$ cat src/rtl/rr_lease_arbiter_pkg.sv
// rr_lease_arbiter_pkg: FSM state encodings and default hold limit shared by the lease arbiter
package rr_lease_arbiter_pkg;
  typedef enum logic [1:0] {
    ST_IDLE    = 2'd0,
    ST_GRANT   = 2'd1,
    ST_RELEASE = 2'd2
  } state_t;
  localparam int HOLD_MAX_DEF = 8;
endpackage

$ cat src/rtl/rr_pick.sv
// rr_pick: rotating-priority pick of the first asserted req after index last, with wrap
// ports: req (N requests), last (previous winner) -> pick (winner index), valid (any req)
module rr_pick #(
  parameter int N   = 4,
  parameter int IDW = 2
) (
  input  logic [N-1:0]   req,
  input  logic [IDW-1:0] last,
  output logic [IDW-1:0] pick,
  output logic           valid
);
  logic [IDW-1:0] w_idx;
  always_comb begin
    pick  = '0;
    w_idx = '0;
    valid = |req;
    for (int k = N; k >= 1; k--) begin
      w_idx = IDW'((int'(last) + k) % N);
      if (req[w_idx]) pick = w_idx;
    end
  end
endmodule

$ cat src/rtl/rr_lease_arbiter.sv
// rr_lease_arbiter: round-robin leasing of one shared resource with release, withdrawal and hold-limit revoke
// ports: clk, rst (async high), req/done (per requester) -> gnt (one-hot), owner_id, busy, timeout (revoke pulse)
module rr_lease_arbiter
  import rr_lease_arbiter_pkg::*;
#(
  parameter int N        = 4,
  parameter int IDW      = 2,
  parameter int HOLD_MAX = HOLD_MAX_DEF,
  parameter int CW       = 4
) (
  input  logic           clk,
  input  logic           rst,
  input  logic [N-1:0]   req,
  input  logic [N-1:0]   done,
  output logic [N-1:0]   gnt,
  output logic [IDW-1:0] owner_id,
  output logic           busy,
  output logic           timeout
);
  state_t         r_state, w_state_n;
  logic [N-1:0]   r_gnt, w_gnt_n;
  logic [IDW-1:0] r_owner, w_owner_n, r_last, w_last_n, w_pick;
  logic [CW-1:0]  r_hold, w_hold_n;
  logic           r_busy, r_timeout, w_timeout_n, w_valid, w_rel, w_others, w_limit;
  rr_pick #(.N(N), .IDW(IDW)) u_pick (
    .req  (req),
    .last (r_last),
    .pick (w_pick),
    .valid(w_valid)
  );
  assign w_rel    = done[r_owner] | ~req[r_owner];
  assign w_others = |(req & ~r_gnt);
  assign w_limit  = r_hold == CW'(HOLD_MAX - 1);
  always_comb begin
    w_state_n   = r_state;
    w_gnt_n     = r_gnt;
    w_owner_n   = r_owner;
    w_last_n    = r_last;
    w_hold_n    = r_hold;
    w_timeout_n = 1'b0;
    case (r_state)
      ST_IDLE: if (w_valid) begin
        w_state_n        = ST_GRANT;
        w_gnt_n          = '0;
        w_gnt_n[w_pick]  = 1'b1;
        w_owner_n        = w_pick;
        w_hold_n         = '0;
      end
      ST_GRANT: begin
        w_hold_n = w_limit ? r_hold : r_hold + 1'b1;
        // an explicit release or withdrawal takes precedence over the hold-limit revoke
        if (w_rel || (w_limit && w_others)) begin
          w_state_n   = ST_RELEASE;
          w_gnt_n     = '0;
          w_timeout_n = ~w_rel;
        end
      end
      ST_RELEASE: begin
        w_state_n = ST_IDLE;
        w_last_n  = r_owner;
      end
      default: begin
        w_state_n = ST_IDLE;
        w_gnt_n   = '0;
      end
    endcase
  end
  always_ff @(posedge clk or posedge rst) begin
    if (rst) begin
      r_state   <= ST_IDLE;
      r_gnt     <= '0;
      r_owner   <= IDW'(N - 1);
      r_last    <= IDW'(N - 1);
      r_hold    <= '0;
      r_busy    <= 1'b0;
      r_timeout <= 1'b0;
    end else begin
      r_state   <= w_state_n;
      r_gnt     <= w_gnt_n;
      r_owner   <= w_owner_n;
      r_last    <= w_last_n;
      r_hold    <= w_hold_n;
      r_busy    <= w_state_n == ST_GRANT;
      r_timeout <= w_timeout_n;
    end
  end
  assign gnt      = r_gnt;
  assign owner_id = r_owner;
  assign busy     = r_busy;
  assign timeout  = r_timeout;
endmodule
$ cat config.mk
export PLATFORM = sky130hd
export DESIGN_NAME = rr_lease_arbiter
export DESIGN_NICKNAME = d
export VERILOG_FILES = /design/src/rtl/rr_lease_arbiter_pkg.sv /design/src/rtl/rr_pick.sv /design/src/rtl/rr_lease_arbiter.sv
export SDC_FILE = /design/constraint.sdc
export NUM_CORES = 1
export LEC_CHECK = 0
export ABC_AREA = 1
export ABC_CLOCK_PERIOD_IN_PS = 1900
export BUFFER_PORTS_ARGS = -buffer_cell sky130_fd_sc_hd__buf_2
export CAP_MARGIN = 20
export CORE_UTILIZATION = 30
export CTS_BUF_LIST = sky130_fd_sc_hd__clkbuf_16
export CTS_CLUSTER_SIZE = 24
export DETAILED_ROUTE_END_ITERATION = 10
export HOLD_SLACK_MARGIN = 0.15
export SETUP_SLACK_MARGIN = 0.1
export SYNTH_ARGS = -nofsm -noshare
export SYNTH_HDL_FRONTEND = slang
export SYNTH_SLANG_ARGS = --single-unit
$ cat constraint.sdc
create_clock -name clk -period 1.9 [get_ports clk]
set_clock_uncertainty 0.15 [all_clocks]
set_input_delay 0.19 -clock clk [delete_from_list [all_inputs] [get_ports clk]]
set_output_delay 0.19 -clock clk [all_outputs]
set_load 0.02 [all_outputs]
* After elaboration in Yosys (flattened, before gate mapping)
Cells that the tools add are included.
** Cells by class
- Divide/modulo/power cells :: 0
- Multiplexer cells :: 29
- Reduce and logical (&&, ||, !) cells :: 10
- Add/sub/neg operators :: 5
- Magnitude comparators :: 7
- Equality and inequality tests :: 7
- Bitwise operators :: 6
- Multipliers :: 0
- Shift-type cells :: 0
** Operators with widths (number)
- less-than comparator 2 x 3 -> 1 bit (second input constant) :: 6
- 2-to-1 mux 4 bit :: 4
- binary-select mux 1 bit (select 2 bit) :: 6
- 2-to-1 mux 2 bit :: 6
- case mux 4 bit (3 select lines) :: 1
- 2-to-1 mux 1 bit :: 9
- case mux 4 bit (2 select lines) :: 1
- OR reduction 4 bit :: 2
- AND reduction 3 bit :: 2
- adder 2 x 1 -> 2 bit (second input constant) :: 2
- adder 2 bit (second input constant) :: 2
- adder 4 x 1 -> 4 bit (second input constant) :: 1
- bitwise AND 4 bit :: 1
- == test 2 x 1 -> 1 bit (second input constant) :: 2
- == test 4 x 3 -> 1 bit (second input constant) :: 1
- inequality test 2 bit (second input constant) :: 2
- inverter 4 bit :: 1
- case mux 2 bit (2 select lines) :: 1
- inverter 1 bit :: 3
- demux 1 bit (select 2 bit) :: 1
- == test 2 bit (second input constant) :: 1
- greater-or-equal comparator 2 x 1 -> 1 bit (second input constant) :: 1
- logical AND 1 bit :: 2
- logical NOT 2 bit :: 1
- 5 further kinds :: 5
** Storage, ports and cells
- Bits in registers :: 16
- Output and inout bits :: 8
- Memory bits (read-only) :: 0
- Latch bits :: 0
- RAM bits :: 0
- Memories kept :: 0

* Logic depth before layout (Yosys ltp)
- Depth after elaboration :: 13
- Depth in mapped cells :: 12

* Hierarchy
A second synthesis with hierarchy kept.
** Second synthesis, totals
- Cells, all modules :: 157
- Area total of the unflattened synthesis :: 1114.8 µm²
** Modules (own cells, without submodules)
- rr_lease_arbiter :: times used 1, cells an instance 106, area an instance 848.3 µm²
- rr_pick :: times used 1, cells an instance 51, area an instance 266.5 µm²

* Worst setup path after synthesis
OpenSTA, ideal clock, no wires.
- Kind :: register -> register
- From :: register r_last[0]
- To :: register r_gnt[1] (netlist: gnt[1])
- Clock period less this slack :: 1.521 ns
- Path buffers :: 1
- Setup time :: 0.117 ns
- Path slack :: 0.379 ns
- Arrival :: 1.254 ns
- Data required time :: 1.633 ns
- Stages on the path, launching flop included :: 13
- Path through :: dfstp_2 > buf_6 > inv_8 > nand2_2 > nand2_2 > nand2_2 > nand2_2 > inv_2 > nand2_2 > nand2_2 > nand2_2 > nand3_1 > nand2_1
** On the way
- Word-level cells in the longest chain between the ends :: 13
- Elaborated cells on any way between the ends :: 23
** RTL lines
- start, declared :: line rr_lease_arbiter.sv:22 : logic [IDW-1:0] r_owner, w_owner_n, r_last, w_last_n, w_pick;
- start signal, assigned :: line rr_lease_arbiter.sv:73 : r_last <= IDW'(N - 1);
- start signal, assigned :: line rr_lease_arbiter.sv:81 : r_last <= w_last_n;
- adder 2 x 1 -> 2 bit :: line rr_pick.sv:18 : w_idx = IDW'((int'(last) + k) % N);
- binary-select mux 1 bit (select 2 bit) :: line rr_pick.sv:19 : if (req[w_idx]) pick = w_idx;
- 2-to-1 mux 1 bit (implied by the code) :: line rr_pick.sv:19
- 2-to-1 mux 2 bit (3 in series) :: line rr_pick.sv:19
- 2-to-1 mux 2 bit (*) :: line rr_pick.sv:19
- less-than comparator 2 x 3 -> 1 bit (implied by the code) / greater-or-equal comparator 2 x 1 -> 1 bit (equally long branches) :: line rr_lease_arbiter.sv:45 : w_gnt_n[w_pick] = 1'b1;
- logical AND 1 bit (implied by the code) :: line rr_lease_arbiter.sv:45
- 2-to-1 mux 1 bit (implied by the code) :: line rr_lease_arbiter.sv:45
- demux 1 bit (select 2 bit) (*) :: line rr_lease_arbiter.sv:45
- 2-to-1 mux 4 bit (*) :: line rr_lease_arbiter.sv:42 : ST_IDLE: if (w_valid) begin
- case mux 4 bit (3 select lines) (*) :: line rr_lease_arbiter.sv:41 : case (r_state)
- end signal, assigned :: line rr_lease_arbiter.sv:79 : r_gnt <= w_gnt_n;
- end, declared :: line rr_lease_arbiter.sv:21 : logic [N-1:0] r_gnt, w_gnt_n;
Mark *: on every way between the ends. The rest lies on a longest branch, timed or not. The select of a mux whose other input is x is not followed.
A chain may end at the register's enable or synchronous reset.

* Final worst setup path
- From :: register r_last[0]
- To :: register r_gnt[3] (netlist: gnt[3])
The elaborated chain is that of the path after synthesis.

==> PnR_summary.wiki <==
{| class="wikitable"
! Metric !! Value
|-
| Post-synthesis area per instance || 7.41 µm²
|-
| Clock H-tree levels || 1
|-
| Sequential share of power || 29.0%
|-
| Post-layout instance area || 0.00122 mm²
|-
| Number of warnings reported in the yosys synthesis log || 0
|-
| Routed length on met1 || 1070 µm
|-
| Maximum capacitance violations || 0
|-
| Number of antenna violations at the first check in global routing || 0
|-
| Die ar. || 0.00355 mm²
|-
| Fraction of power spent switching nets || 46.4%
|-
| Highest achievable clock rate || 601 MHz
|-
| Top layer reached by signal wires || met4
|-
| Number of buffer and inverter instances along the worst setup path || 2
|-
| Signal arrival time at the worst endpoint || 1640 ps
|-
| Netlist area before placement || 993 µm²
|-
| Layout cell share with drive strength beyond 1 || 31.0%
|-
| Number of clock sinks || 16
|-
| Max_slew headroom || 61.2%
|-
| Post-Route Setup TNS || 0 ps
|-
| Min-delay worst type || in -> reg
|-
| Top-Level Pins || 18
|-
| Power density relative to cell area || 1740 mW/mm²
|-
| Critical path fanouts, max || 8
|-
| Remaining number of nets flagged by the antenna check after routing || 0
|-
| Total routed wirelength || 2250 µm
|-
| Post-layout min period || 1660 ps
|-
| Unique masters post-synth || 21
|-
| Number of failing setup endpoints in the final timing report || 0
|-
| Worst Hold Depth || 6
|-
| Register-to-Register Setup Slack || 240 ps
|-
| Net Sw Power || 981 µW
|-
| Register area share after synthesis || 40.8%
|-
| Layout net count || 167
|-
| Via count of the first global-routing pass || 915
|-
| Reg-to-reg endpoint || gnt[3]$_DFFE_PP0P_
|-
| Internal power || 1140 µW
|-
| Placed instance area || 0.00112 mm²
|-
| Initial core utilization || 32.0%
|-
| Critical-path cell with the highest stage delay || sky130_fd_sc_hd__dfstp_2
|-
| Cell types with the largest area share after synthesis || sky130_fd_sc_hd__dfrtp_1 30%, sky130_fd_sc_hd__nand2_1 16%, sky130_fd_sc_hd__dfstp_2 11%, sky130_fd_sc_hd__nand2_2 6.9%, sky130_fd_sc_hd__inv_1 5.7%
|-
| Final count of pins violating max slew || 0
|-
| Number of violations reported at the end of detailed-routing iteration 0 || 41
|-
| Number of port buffers || 17
|-
| Worst Hold Launch || done[2]
|-
| Area leader, netlist || sky130_fd_sc_hd__dfrtp_1
|-
| Syn_nets || 145
|-
| Outcome || complete, no violations
|-
| Cell breakdown of the critical path || inv_8 > nand2_1 > nand2_1 > nand2_1 > nand2_2 > inv_2 > nand2_2 > nand2_2 > nand2_2 > nand3_1 > nand2_1
|-
| Reg-to-reg startpoint || r_last[0]$_DFFE_PP1N_
|-
| Number of rows in the core area || 20
|-
| Setup repair after global routing missed its margin || false
|-
| Final critical-path share of the clock period || 87.5%
|-
| CP required || 1880 ps
|-
| Total inserted antenna cells || 0
|-
| Number of buffers inserted during clock tree synthesis || 3
|-
| Hold Violations, Final || 0
|-
| Clock transition at the registers of the reported paths || 50 ps
|-
| Worst path max stage delay || 640 ps
|-
| Synthesized instance count || 134
|-
| Core Region || 0.00310 mm²
|-
| Tot GR Track Use || 14.7%
|-
| Category of the worst setup path capture point || register
|-
| Start-to-end type of the worst setup path || reg -> reg
|-
| Cell family contributing the most delay on the critical path || flip-flops
|-
| Routed len/inst || 11.3 µm
|-
| Synth-to-layout area growth || 22.4%
|-
| Met2 routed wirelength || 1060 µm
|-
| Maximum root-to-sink buffer count || 2
|-
| TritonCTS clock tree || yes
|-
| Most common cell after layout, fill and taps aside || sky130_fd_sc_hd__nand2_1
|-
| Detailed Routing Iterations Pass 1 || 4
|-
| Number of storage elements in the synthesis netlist || 16
|-
| Grt total ovfl || 0
|-
| Clock latency of the later-clocked register in the worst-skew pair || 240 ps
|-
| DRC violations left || 0
|-
| Pin count of the biggest net entering global routing || 17
|-
| Die extent in x || 59.5 µm
|-
| Detailed placer's ending HPWL || 1800 µm
|-
| Wire length on met3 || 73 µm
|-
| Global-route wire length before repair || 3880 µm
|-
| Max rail drop VDD || 0.000677 V
|-
| Portion of total power attributed to the clock network || 19.2%
|-
| Path depth of the worst reg2reg path || 11
|-
| Final Wtd Congestion || 0.901
|-
| Vias after detailed routing || 916
|-
| Worst-Margin Slew || 581 ps
|-
| Worst Setup Start Kind || register
|-
| Clock tree root driver cell || sky130_fd_sc_hd__clkbuf_16
|-
| Worst hold path endpoint || timeout$_DFF_PP0_
|-
| Top library cells by usage in the layout, fill and taps aside || 42 x sky130_fd_sc_hd__nand2_1, 17 x sky130_fd_sc_hd__buf_2, 15 x sky130_fd_sc_hd__inv_1
|-
| Setup fix buffers added after clock tree synthesis || 0
|-
| Post-DR vias/cell || 4.60
|-
| Static leakage power || 0.000663 µW
|-
| Vertical die dimension || 59.5 µm
|-
| Post-synth top area share || 30.2%
|-
| Combinational power share || 51.8%
|}
-- registers in the layout (all words and copies together) (netlist names) --
register  cells
r_hold        4
r_last        2
busy          1
r_state       2
timeout       1
gnt           4
owner_id      2
-- Yosys cell counts (all sizes together) --
cell type,count
buf,1
a21oi,6
ha,1
inv,19
nor2,10
xor2,1
o21ai,11
dfrtp,12
nand2,53
o22ai,2
nand4,4
nand3,10
dfstp,4
-- repair_timing --
action,4_1_cts,5_1_grt
hold buffers,1,0
endpoints found under the hold margin,12,0
setup endpoints to repair,0,2
gates resized for setup,0,1
-- worst min-delay path, cell delays in order --
cell	delay, ps
sky130_fd_sc_hd__buf_2	70
sky130_fd_sc_hd__o21ai_0	70
sky130_fd_sc_hd__nand3_1	80
sky130_fd_sc_hd__o21ai_2	80
sky130_fd_sc_hd__nand2_1	60
sky130_fd_sc_hd__nor2_1	40
-- metrics by stage --
stage          power [µW]  instances  setup slack, ps  hold WS [ps]  utilization (%)
3_3_place_gp         1690        194              260           134             36.2
6_report             2120        199              237           233             39.2
4_1_cts              2120        199              238           230             39.0
3_5_place_dp         1710        194              249           136             36.2
2_1_floorplan        1480        134              379         -49.1                -
5_1_grt              2320        199              102           312             39.2
-- area by class of cell --
| type | instances | area, µm² |
|---|---|---|
| clock inverter | 1 | 3.75 |
| sequential | 16 | 405 |
| inverter | 19 | 78.8 |
| clock buffer | 3 | 75.1 |
| fill | 343 | 1890 |
| multi-input combinational | 98 | 503 |
| timing repair buffer | 18 | 95.1 |
| tap | 44 | 55.1 |
-- power by group through the flow --
stage	clock, µW	combinational, µW	sequential (µW)
CTS	413	1100	615
floorplan	0	836	640
global route	428	1260	629
finish	407	1100	614
global placement	0	1080	614
detailed placement	0	1090	619
-- logic make-up after synthesis --
group	share of synthesized area (%)
DFF	40.8
xor gates and xnor gates	0.882
AOI/OAI and AO/OA	11.3
buffers and inverters	9.07
and+or+nand+nor	36.6
adders and majority gates	1.26
-- layer usage --
| layer | track usage (%) | vias to the layer above |
|---|---|---|
| met4 | 4.98 | 0 |
| met2 | 25.0 | 19 |
| li1 | - | 469 |
| met3 | 3.06 | 6 |
| met5 | 0 | - |
| met1 | 18.4 | 422 |
-- worst max path at each step --
| stage | startpoint | end | slack, ps | cells past startpoint |
|---|---|---|---|---|
| finish | r_last[0]$_DFFE_PP1N_ | gnt[3]$_DFFE_PP0P_ | 240 | 11 |
| CTS | r_last[0]$_DFFE_PP1N_ | gnt[3]$_DFFE_PP0P_ | 240 | 11 |
| detailed placement | r_last[0]$_DFFE_PP1N_ | gnt[3]$_DFFE_PP0P_ | 250 | 11 |
| global placement | r_last[0]$_DFFE_PP1N_ | gnt[1]$_DFFE_PP0P_ | 260 | 11 |
| floorplan | r_last[0]$_DFFE_PP1N_ | gnt[1]$_DFFE_PP0P_ | 380 | 12 |
| global route | r_last[0]$_DFFE_PP1N_ | gnt[3]$_DFFE_PP0P_ | 100 | 11 |
No activity file was read; power rests on OpenSTA's default activity.
